## config.mk

```make
export PLATFORM = sky130hd
export DESIGN_NAME = main_control_fsm_flat
export DESIGN_NICKNAME = d
export VERILOG_FILES = /design/src/rtl/mips_pkg.sv /design/src/rtl/main_control_fsm_if.sv /design/src/rtl/main_control_decode.sv /design/src/rtl/main_control_fsm.sv /design/src/flat_wrapper.sv
export SDC_FILE = /design/constraint.sdc
export NUM_CORES = 1
export LEC_CHECK = 0
export ABC_AREA = 1
export ABC_CLOCK_PERIOD_IN_PS = 1300
export BUFFER_PORTS_ARGS = -buffer_cell sky130_fd_sc_hd__clkbuf_2
export CAP_MARGIN = 20
export CORE_AREA = 2 2 39 41
export CTS_CLUSTER_DIAMETER = 30
export CTS_CLUSTER_SIZE = 40
export DETAILED_ROUTE_END_ITERATION = 10
export DIE_AREA = 0 0 41 43
export PLACE_DENSITY = 0.84
export SLEW_MARGIN = 20
export SYNTH_ARGS = -nofsm -noshare
export SYNTH_HDL_FRONTEND = slang
export SYNTH_SLANG_ARGS = --single-unit
```

## constraint.sdc

```tcl
create_clock -name clk -period 1.3 [get_ports clk]
set_clock_uncertainty 0.2 [all_clocks]
set_input_delay 0.065 -clock clk [delete_from_list [all_inputs] [get_ports clk]]
set_output_delay 0.065 -clock clk [all_outputs]
set_load 0.1 [all_outputs]
```

## src/rtl/mips_pkg.sv

```systemverilog
`default_nettype none
// ============================================================================
// Module   : mips_pkg
// Purpose  : Shared MIPS control encodings: states, opcodes, ALU/PC selects.
// Revision : 1.0 - initial release
// ============================================================================
package mips_pkg;

    typedef enum logic [3:0] {
        S_FETCH     = 4'd0,
        S_DECODE    = 4'd1,
        S_MEM_ADDR  = 4'd2,
        S_MEM_READ  = 4'd3,
        S_MEM_WB    = 4'd4,
        S_MEM_WRITE = 4'd5,
        S_R_EXEC    = 4'd6,
        S_R_WB      = 4'd7,
        S_BRANCH    = 4'd8,
        S_JUMP      = 4'd9,
        S_ADDI_EXEC = 4'd10,
        S_ADDI_WB   = 4'd11
    } state_t;

    localparam logic [5:0] OP_RTYPE = 6'b000000;
    localparam logic [5:0] OP_LW    = 6'b100011;
    localparam logic [5:0] OP_SW    = 6'b101011;
    localparam logic [5:0] OP_BEQ   = 6'b000100;
    localparam logic [5:0] OP_J     = 6'b000010;
    localparam logic [5:0] OP_ADDI  = 6'b001000;

    localparam logic [1:0] ALUOP_ADD   = 2'b00;
    localparam logic [1:0] ALUOP_SUB   = 2'b01;
    localparam logic [1:0] ALUOP_FUNCT = 2'b10;

    localparam logic [1:0] ALUSRCB_B       = 2'b00;
    localparam logic [1:0] ALUSRCB_FOUR    = 2'b01;
    localparam logic [1:0] ALUSRCB_IMM     = 2'b10;
    localparam logic [1:0] ALUSRCB_IMM_SH2 = 2'b11;

    localparam logic [1:0] PCSRC_ALU    = 2'b00;
    localparam logic [1:0] PCSRC_ALUOUT = 2'b01;
    localparam logic [1:0] PCSRC_JUMP   = 2'b10;

    typedef struct packed {
        logic       pc_write;
        logic       pc_write_cond;
        logic       iord;
        logic       mem_read;
        logic       mem_write;
        logic       ir_write;
        logic       mem_to_reg;
        logic       reg_dst;
        logic       reg_write;
        logic       alu_src_a;
        logic [1:0] alu_src_b;
        logic [1:0] alu_op;
        logic [1:0] pc_source;
        logic       illegal_op;
    } ctrl_t;

    function automatic logic is_legal_op(input logic [5:0] op);
        return (op == OP_RTYPE) || (op == OP_LW) || (op == OP_SW) ||
               (op == OP_BEQ)   || (op == OP_J)  || (op == OP_ADDI);
    endfunction

endpackage
`default_nettype wire

```

## src/rtl/main_control_fsm_if.sv

```systemverilog
`default_nettype none
// ============================================================================
// Module   : main_control_fsm_if
// Purpose  : Opcode/handshake inputs and datapath controls of the main FSM.
// Revision : 1.0 - initial release
// ============================================================================
interface main_control_fsm_if;
    logic [5:0] Opcode;
    logic       Mem_ready;
    logic       PC_write;
    logic       PC_write_cond;
    logic       IorD;
    logic       Mem_read;
    logic       Mem_write;
    logic       IR_write;
    logic       Mem_to_reg;
    logic       Reg_dst;
    logic       Reg_write;
    logic       Alu_src_a;
    logic [1:0] Alu_src_b;
    logic [1:0] Alu_op;
    logic [1:0] PC_source;
    logic       Illegal_op;
    logic [3:0] State;

    modport master (
        input  Opcode, Mem_ready,
        output PC_write, PC_write_cond, IorD, Mem_read, Mem_write, IR_write,
               Mem_to_reg, Reg_dst, Reg_write, Alu_src_a, Alu_src_b, Alu_op,
               PC_source, Illegal_op, State
    );

    modport slave (
        output Opcode, Mem_ready,
        input  PC_write, PC_write_cond, IorD, Mem_read, Mem_write, IR_write,
               Mem_to_reg, Reg_dst, Reg_write, Alu_src_a, Alu_src_b, Alu_op,
               PC_source, Illegal_op, State
    );
endinterface
`default_nettype wire

```

## src/rtl/main_control_decode.sv

```systemverilog
`default_nettype none
// ============================================================================
// Module   : main_control_decode
// Purpose  : State-to-control decode, gated by Mem_ready in FETCH and by rst.
// Revision : 1.0 - initial release
// ============================================================================
module main_control_decode
    import mips_pkg::*;
(
    input  wire logic       rst,
    input  var  state_t     state,
    input  wire logic [5:0] opcode,
    input  wire logic       mem_ready,
    output ctrl_t           ctrl
);

    always_comb begin
        ctrl = '0;
        if (!rst) begin
            case (state)
                S_FETCH: begin
                    ctrl.mem_read  = 1'b1;
                    ctrl.alu_src_b = ALUSRCB_FOUR;
                    ctrl.alu_op    = ALUOP_ADD;
                    ctrl.ir_write  = mem_ready;
                    ctrl.pc_write  = mem_ready;
                end
                S_DECODE: begin
                    ctrl.alu_src_b  = ALUSRCB_IMM_SH2;
                    ctrl.alu_op     = ALUOP_ADD;
                    ctrl.illegal_op = !is_legal_op(opcode);
                end
                S_MEM_ADDR, S_ADDI_EXEC: begin
                    ctrl.alu_src_a = 1'b1;
                    ctrl.alu_src_b = ALUSRCB_IMM;
                    ctrl.alu_op    = ALUOP_ADD;
                end
                S_MEM_READ: begin
                    ctrl.mem_read = 1'b1;
                    ctrl.iord     = 1'b1;
                end
                S_MEM_WB: begin
                    ctrl.reg_write  = 1'b1;
                    ctrl.mem_to_reg = 1'b1;
                end
                S_MEM_WRITE: begin
                    ctrl.mem_write = 1'b1;
                    ctrl.iord      = 1'b1;
                end
                S_R_EXEC: begin
                    ctrl.alu_src_a = 1'b1;
                    ctrl.alu_src_b = ALUSRCB_B;
                    ctrl.alu_op    = ALUOP_FUNCT;
                end
                S_R_WB: begin
                    ctrl.reg_write = 1'b1;
                    ctrl.reg_dst   = 1'b1;
                end
                S_BRANCH: begin
                    ctrl.alu_src_a     = 1'b1;
                    ctrl.alu_src_b     = ALUSRCB_B;
                    ctrl.alu_op        = ALUOP_SUB;
                    ctrl.pc_write_cond = 1'b1;
                    ctrl.pc_source     = PCSRC_ALUOUT;
                end
                S_JUMP: begin
                    ctrl.pc_write  = 1'b1;
                    ctrl.pc_source = PCSRC_JUMP;
                end
                S_ADDI_WB: begin
                    ctrl.reg_write = 1'b1;
                end
                default: ctrl = '0;
            endcase
        end
    end

endmodule
`default_nettype wire

```

## src/rtl/main_control_fsm.sv

```systemverilog
`default_nettype none
// ============================================================================
// Module   : main_control_fsm
// Purpose  : Multi-cycle MIPS main control: state register and sequencing.
// Revision : 1.0 - initial release
// ============================================================================
module main_control_fsm
    import mips_pkg::*;
#(
    parameter logic [3:0] RESET_STATE = 4'd0
) (
    input wire logic           clk,
    input wire logic           rst,
    main_control_fsm_if.master bus
);

    state_t r_state;
    state_t w_next;
    ctrl_t  w_ctrl;

    always_ff @(posedge clk or posedge rst) begin
        if (rst) begin
            r_state <= state_t'(RESET_STATE);
        end else begin
            r_state <= w_next;
        end
    end

    always_comb begin
        w_next = S_FETCH;
        case (r_state)
            S_FETCH:     w_next = bus.Mem_ready ? S_DECODE : S_FETCH;
            S_DECODE: begin
                case (bus.Opcode)
                    OP_LW, OP_SW: w_next = S_MEM_ADDR;
                    OP_RTYPE:     w_next = S_R_EXEC;
                    OP_BEQ:       w_next = S_BRANCH;
                    OP_J:         w_next = S_JUMP;
                    OP_ADDI:      w_next = S_ADDI_EXEC;
                    default:      w_next = S_FETCH;
                endcase
            end
            S_MEM_ADDR:  w_next = (bus.Opcode == OP_LW) ? S_MEM_READ : S_MEM_WRITE;
            S_MEM_READ:  w_next = bus.Mem_ready ? S_MEM_WB : S_MEM_READ;
            S_MEM_WRITE: w_next = bus.Mem_ready ? S_FETCH : S_MEM_WRITE;
            S_R_EXEC:    w_next = S_R_WB;
            S_ADDI_EXEC: w_next = S_ADDI_WB;
            // write-back, branch, jump and unreachable encodings all return to FETCH
            default:     w_next = S_FETCH;
        endcase
    end

    main_control_decode u_decode (
        .rst       (rst),
        .state     (r_state),
        .opcode    (bus.Opcode),
        .mem_ready (bus.Mem_ready),
        .ctrl      (w_ctrl)
    );

    assign bus.PC_write      = w_ctrl.pc_write;
    assign bus.PC_write_cond = w_ctrl.pc_write_cond;
    assign bus.IorD          = w_ctrl.iord;
    assign bus.Mem_read      = w_ctrl.mem_read;
    assign bus.Mem_write     = w_ctrl.mem_write;
    assign bus.IR_write      = w_ctrl.ir_write;
    assign bus.Mem_to_reg    = w_ctrl.mem_to_reg;
    assign bus.Reg_dst       = w_ctrl.reg_dst;
    assign bus.Reg_write     = w_ctrl.reg_write;
    assign bus.Alu_src_a     = w_ctrl.alu_src_a;
    assign bus.Alu_src_b     = w_ctrl.alu_src_b;
    assign bus.Alu_op        = w_ctrl.alu_op;
    assign bus.PC_source     = w_ctrl.pc_source;
    assign bus.Illegal_op    = w_ctrl.illegal_op;
    assign bus.State         = r_state;

endmodule
`default_nettype wire

```

## src/flat_wrapper.sv

```systemverilog
// flat-port wrapper written by rule: the top's interface ports become plain ports
module main_control_fsm_flat import mips_pkg::*;
#(
    parameter logic [3:0] RESET_STATE = 4'd0
)
  (clk, rst, bus_Opcode, bus_Mem_ready, bus_PC_write, bus_PC_write_cond, bus_IorD, bus_Mem_read, bus_Mem_write, bus_IR_write, bus_Mem_to_reg, bus_Reg_dst, bus_Reg_write, bus_Alu_src_a, bus_Alu_src_b, bus_Alu_op, bus_PC_source, bus_Illegal_op, bus_State);
  main_control_fsm_if bus_i ();
  input wire logic clk;
  input wire logic rst;
  input wire logic [$bits(bus_i.Opcode)-1:0] bus_Opcode;
  input wire logic [$bits(bus_i.Mem_ready)-1:0] bus_Mem_ready;
  output wire logic [$bits(bus_i.PC_write)-1:0] bus_PC_write;
  output wire logic [$bits(bus_i.PC_write_cond)-1:0] bus_PC_write_cond;
  output wire logic [$bits(bus_i.IorD)-1:0] bus_IorD;
  output wire logic [$bits(bus_i.Mem_read)-1:0] bus_Mem_read;
  output wire logic [$bits(bus_i.Mem_write)-1:0] bus_Mem_write;
  output wire logic [$bits(bus_i.IR_write)-1:0] bus_IR_write;
  output wire logic [$bits(bus_i.Mem_to_reg)-1:0] bus_Mem_to_reg;
  output wire logic [$bits(bus_i.Reg_dst)-1:0] bus_Reg_dst;
  output wire logic [$bits(bus_i.Reg_write)-1:0] bus_Reg_write;
  output wire logic [$bits(bus_i.Alu_src_a)-1:0] bus_Alu_src_a;
  output wire logic [$bits(bus_i.Alu_src_b)-1:0] bus_Alu_src_b;
  output wire logic [$bits(bus_i.Alu_op)-1:0] bus_Alu_op;
  output wire logic [$bits(bus_i.PC_source)-1:0] bus_PC_source;
  output wire logic [$bits(bus_i.Illegal_op)-1:0] bus_Illegal_op;
  output wire logic [$bits(bus_i.State)-1:0] bus_State;
  assign bus_i.Opcode = bus_Opcode;
  assign bus_i.Mem_ready = bus_Mem_ready;
  assign bus_PC_write = bus_i.PC_write;
  assign bus_PC_write_cond = bus_i.PC_write_cond;
  assign bus_IorD = bus_i.IorD;
  assign bus_Mem_read = bus_i.Mem_read;
  assign bus_Mem_write = bus_i.Mem_write;
  assign bus_IR_write = bus_i.IR_write;
  assign bus_Mem_to_reg = bus_i.Mem_to_reg;
  assign bus_Reg_dst = bus_i.Reg_dst;
  assign bus_Reg_write = bus_i.Reg_write;
  assign bus_Alu_src_a = bus_i.Alu_src_a;
  assign bus_Alu_src_b = bus_i.Alu_src_b;
  assign bus_Alu_op = bus_i.Alu_op;
  assign bus_PC_source = bus_i.PC_source;
  assign bus_Illegal_op = bus_i.Illegal_op;
  assign bus_State = bus_i.State;
  main_control_fsm #(.RESET_STATE(RESET_STATE)) u_core (.clk(clk), .rst(rst), .bus(bus_i));
endmodule
```

==> results.json, run 1 <==
{
  "root_buffer": "clkbuf_4",
  "error": "[ERROR DPL-0038] Utilization greater than 100%, impossible to legalize",
  "synthCells": 102,
  "ys_seq_area_share_pct": 18.48,
  "fp.dieH_um": 43,
  "ys.flop_type": "dfrtp_1",
  "numCtsBuffers": 3,
  "syn-num-nets": 111,
  "cts-htree-levels": 1,
  "hpwl_um": 2100,
  "yosys.area.top_type": "dfrtp_1",
  "postCtsHoldBufs": 1,
  "post-cts-setup-buffer-count": 2,
  "yosysMostFrequentCell": "nand2_1",
  "synth_seq_cells": 4,
  "ios": 30,
  "lastStage": "4_1_cts",
  "synth_area_um2": 541.8,
  "initial_core_util_pct": 39.15,
  "synth_area_leaders": "dfrtp_1, nand2_1, nor2_1, nand3_1, inv_1",
  "die_w_um": 41,
  "yosysTopAreaCellShare_pct": 18.48,
  "post-place-cells": 160,
  "place_ws_ps": -294.9,
  "avgSynthCellArea_um2": 5.311,
  "portBuffers": 29,
  "async_reset_ff_share_pct": 100.0,
  "placementRows": 14,
  "dpl_cell_area_um2": 1292,
  "place_congestion": 0.9004,
  "synth_edf_count": 0,
  "clock_path_buffers": 2,
  "synthDistinctLibCells": 17,
  "synthTopCellsByCount": "nand2_1, nor2_1, inv_1, nand3_1",
  "synth_warnings": 0,
  "clock_sinks": 4,
  "status": "aborted with a tool error",
  "cts_resized": 20
}
logic make-up after synthesis:
family / share of synthesized area [%]
simple gates: 59.58
buf+inv: 14.78
compound gates: 7.158
flops: 18.48
metrics by stage:
| step | utilization (%) | hold slack [ps] |
|---|---|---|
| after floorplan | - | -71.37 |
| after global placement | 93.40 | -154.1 |
| after detailed placement | 93.40 | -132.5 |
==> run 2, diff against run 1 <==
CORE_AREA = 2 2 63 65   (was 2 2 39 41)
CTS_CLUSTER_DIAMETER = not set   (was 30)
CTS_CLUSTER_SIZE = not set   (was 40)
DIE_AREA = 0 0 65 67   (was 0 0 41 43)
PLACE_DENSITY = not set   (was 0.84)
PLACE_DENSITY_LB_ADDON = 0.15   (was not set)
==> run 2 against run 1 <==
Effect of this change: the flow now finishes, with violations (setup timing); synthesized area did not move; synthesized cell count did not move.
==> results.json, run 2 <==
{
  "drcViolationCount": 0,
  "drtIter0Drc": 18,
  "vias": 802,
  "num-fill-cells": 352,
  "antenna_found_initial": 0,
  "slew_headroom_pct": 82.48,
  "wl_per_cell_um": 9.673,
  "viasPerCell": 3.912,
  "hpwl_um": 1610,
  "synth_area_um2": 541.8,
  "post-place-cells": 194,
  "min_period_ps": 1781,
  "clock_sinks": 4,
  "clk_pin_slew_worst_paths_ps": 30,
  "cts-htree-levels": 1,
  "syn_to_final_growth_pct": 184.3,
  "maxCapViolations": 0,
  "status": "finished with violations",
  "whs_ps": 12.23,
  "final_common_cell": "buf_12",
  "rsz0062_at_grt": "yes",
  "grt_overflow": 0,
  "hold_class": "input port to flip-flop",
  "design.core.area_um2": 3606,
  "place_congestion": 0.7959,
  "ios": 30,
  "yosysMostFrequentCell": "nand2_1",
  "critPathLaunchType": "flip-flop",
  "die_w_um": 65,
  "placementRows": 22,
  "tritoncts": "done",
  "crit_type": "flip-flop to output port",
  "reg2regPathDepth": 9,
  "drtPass1Iterations": 4,
  "layout_common_cells": "buf_12, buf_4, nand2_1",
  "ys_seq_area_share_pct": 18.48,
  "synth_edf_count": 0,
  "grt_start_max_net_pins": 10,
  "slew_viol_final": 0,
  "numCtsBuffers": 3,
  "hold_violations": 0,
  "peakVddDrop_mv": 0.2504,
  "tightest_slew_ps": 262.5,
  "grt_pass1_wl_um": 3174,
  "async_reset_ff_share_pct": 100.0,
  "portBuffers": 29,
  "ys.flop_type": "dfrtp_1",
  "yosys.area.top_type": "dfrtp_1",
  "fin_nets": 168,
  "p_leak_nw": 0.7267,
  "worst_ep_required_time_ps": 1030,
  "seqCellArea_um2": 115.1,
  "synthTopCellsByCount": "nand2_1, nor2_1, inv_1, nand3_1",
  "avgSynthCellArea_um2": 5.311,
  "yosysTopAreaCellShare_pct": 18.48,
  "wl_um": 1983,
  "fmax_mhz": 561.4,
  "whs_path_depth": 5,
  "final_layout_size_suffix_gt1_share_pct": 63.06,
  "synth_seq_cells": 4,
  "dpl_cell_area_um2": 1348,
  "diodes": 0,
  "design_area_um2": 1540,
  "synthDistinctLibCells": 17,
  "layout_setup_ws_ps": -481.1,
  "setup_violations": 24,
  "clock_path_buffers": 2,
  "grtUsageTotal_pct": 9.340,
  "root_buffer": "clkbuf_8",
  "worst_ep_arrival_time_ps": 1520,
  "worstPathMaxFanout": 5,
  "ant_nets": 0,
  "power_density_nw_per_um2": 691.5,
  "synthCells": 102,
  "syn-num-nets": 111,
  "end_kind": "output port",
  "grt_pass1_vias": 729,
  "initial_core_util_pct": 15.02,
  "insertion_delay_ps": 210,
  "violations": "setup timing",
  "die_area_um2": 4355,
  "largest_reg_flops": 4,
  "multi_input_area_um2": 580.6,
  "fp.dieH_um": 67,
  "synth_warnings": 0,
  "layout.cells.non_filler": 205,
  "finalCritPeriodShare_pct": 137.0,
  "synth_area_leaders": "dfrtp_1, nand2_1, nor2_1, nand3_1, inv_1"
}
==> run 2: worst paths after layout <==
check,startpoint,to,slack [ps]
max,u_core.bus.State[2],bus_Alu_src_b[1],-480
min,bus_Mem_ready,u_core.bus.State[2],10
max reg2reg,u_core.bus.State[2],u_core.bus.State[0],-380
min reg2reg,u_core.bus.State[2],u_core.bus.State[3],620
max in group asynchronous,rst,u_core.bus.State[0],510
min in group asynchronous,rst,u_core.bus.State[1],280
==> run 2: final cells by class <==
cell class | instances | area share, %
Clock buffer | 3 | 2.681
Inverter | 18 | 4.793
Sequential cell | 4 | 7.474
Multi-Input combinational cell | 78 | 37.69
Tap cell | 48 | 3.899
Timing Repair Buffer | 54 | 43.46
==> run 2: where the power goes <==
group | internal (mW) | total, mW | switching, mW | leakage (nW)
clock network | 0.197 | 0.258 | 0.0611 | 0.0216
logic | 0.246 | 0.646 | 0.400 | 0.658
registers | 0.138 | 0.161 | 0.0230 | 0.0470
==> run 2: cells by family after synthesis <==
family	after synthesis	synth area share (%)
and+or+nand+nor	71	59.58
buffers and inverters	20	14.78
AOI/OAI and AO/OA	7	7.158
DFF	4	18.48
==> run 2: metal layers <==
metal,track usage (%),wire length [um],up-vias
met2,16.49,1026,27
met3,1.351,90,0
met4,3.989,0,0
met5,0,0,-
li1,-,-,423
met1,11.22,866,352
==> run 2: worst max-delay path: stages (launching register included) <==
cell	delay, ps
dfrtp_4	510
nor2_4	160
buf_4	130
buf_6	90
nand2_4	60
a21oi_4	170
buf_12	190
==> run 2: stage by stage <==
stage	util [%]	setup TNS (ps)	power (mW)	setup slack, ps
after floorplan	-	-10920	0.5249	-960.2
after global placement	37.37	-4083	0.7413	-274.4
after detailed placement	37.37	-4242	0.7438	-303.5
after CTS	42.12	-7697	1.059	-486.6
after global routing	42.71	-9057	1.113	-549.0
final	42.71	-7901	1.065	-481.1
==> run 2: repair_timing <==
| action | CTS | global route |
|---|---|---|
| hold buffers | 1 | 0 |
| pin swaps | 8 | 11 |
| setup buffers | 6 | 5 |
| resized for setup | 19 | 5 |
| endpoints found under the hold margin | 4 | 0 |
| setup endpoints to repair | 24 | 25 |
Note: power is estimated with default switching activity, not from simulation.
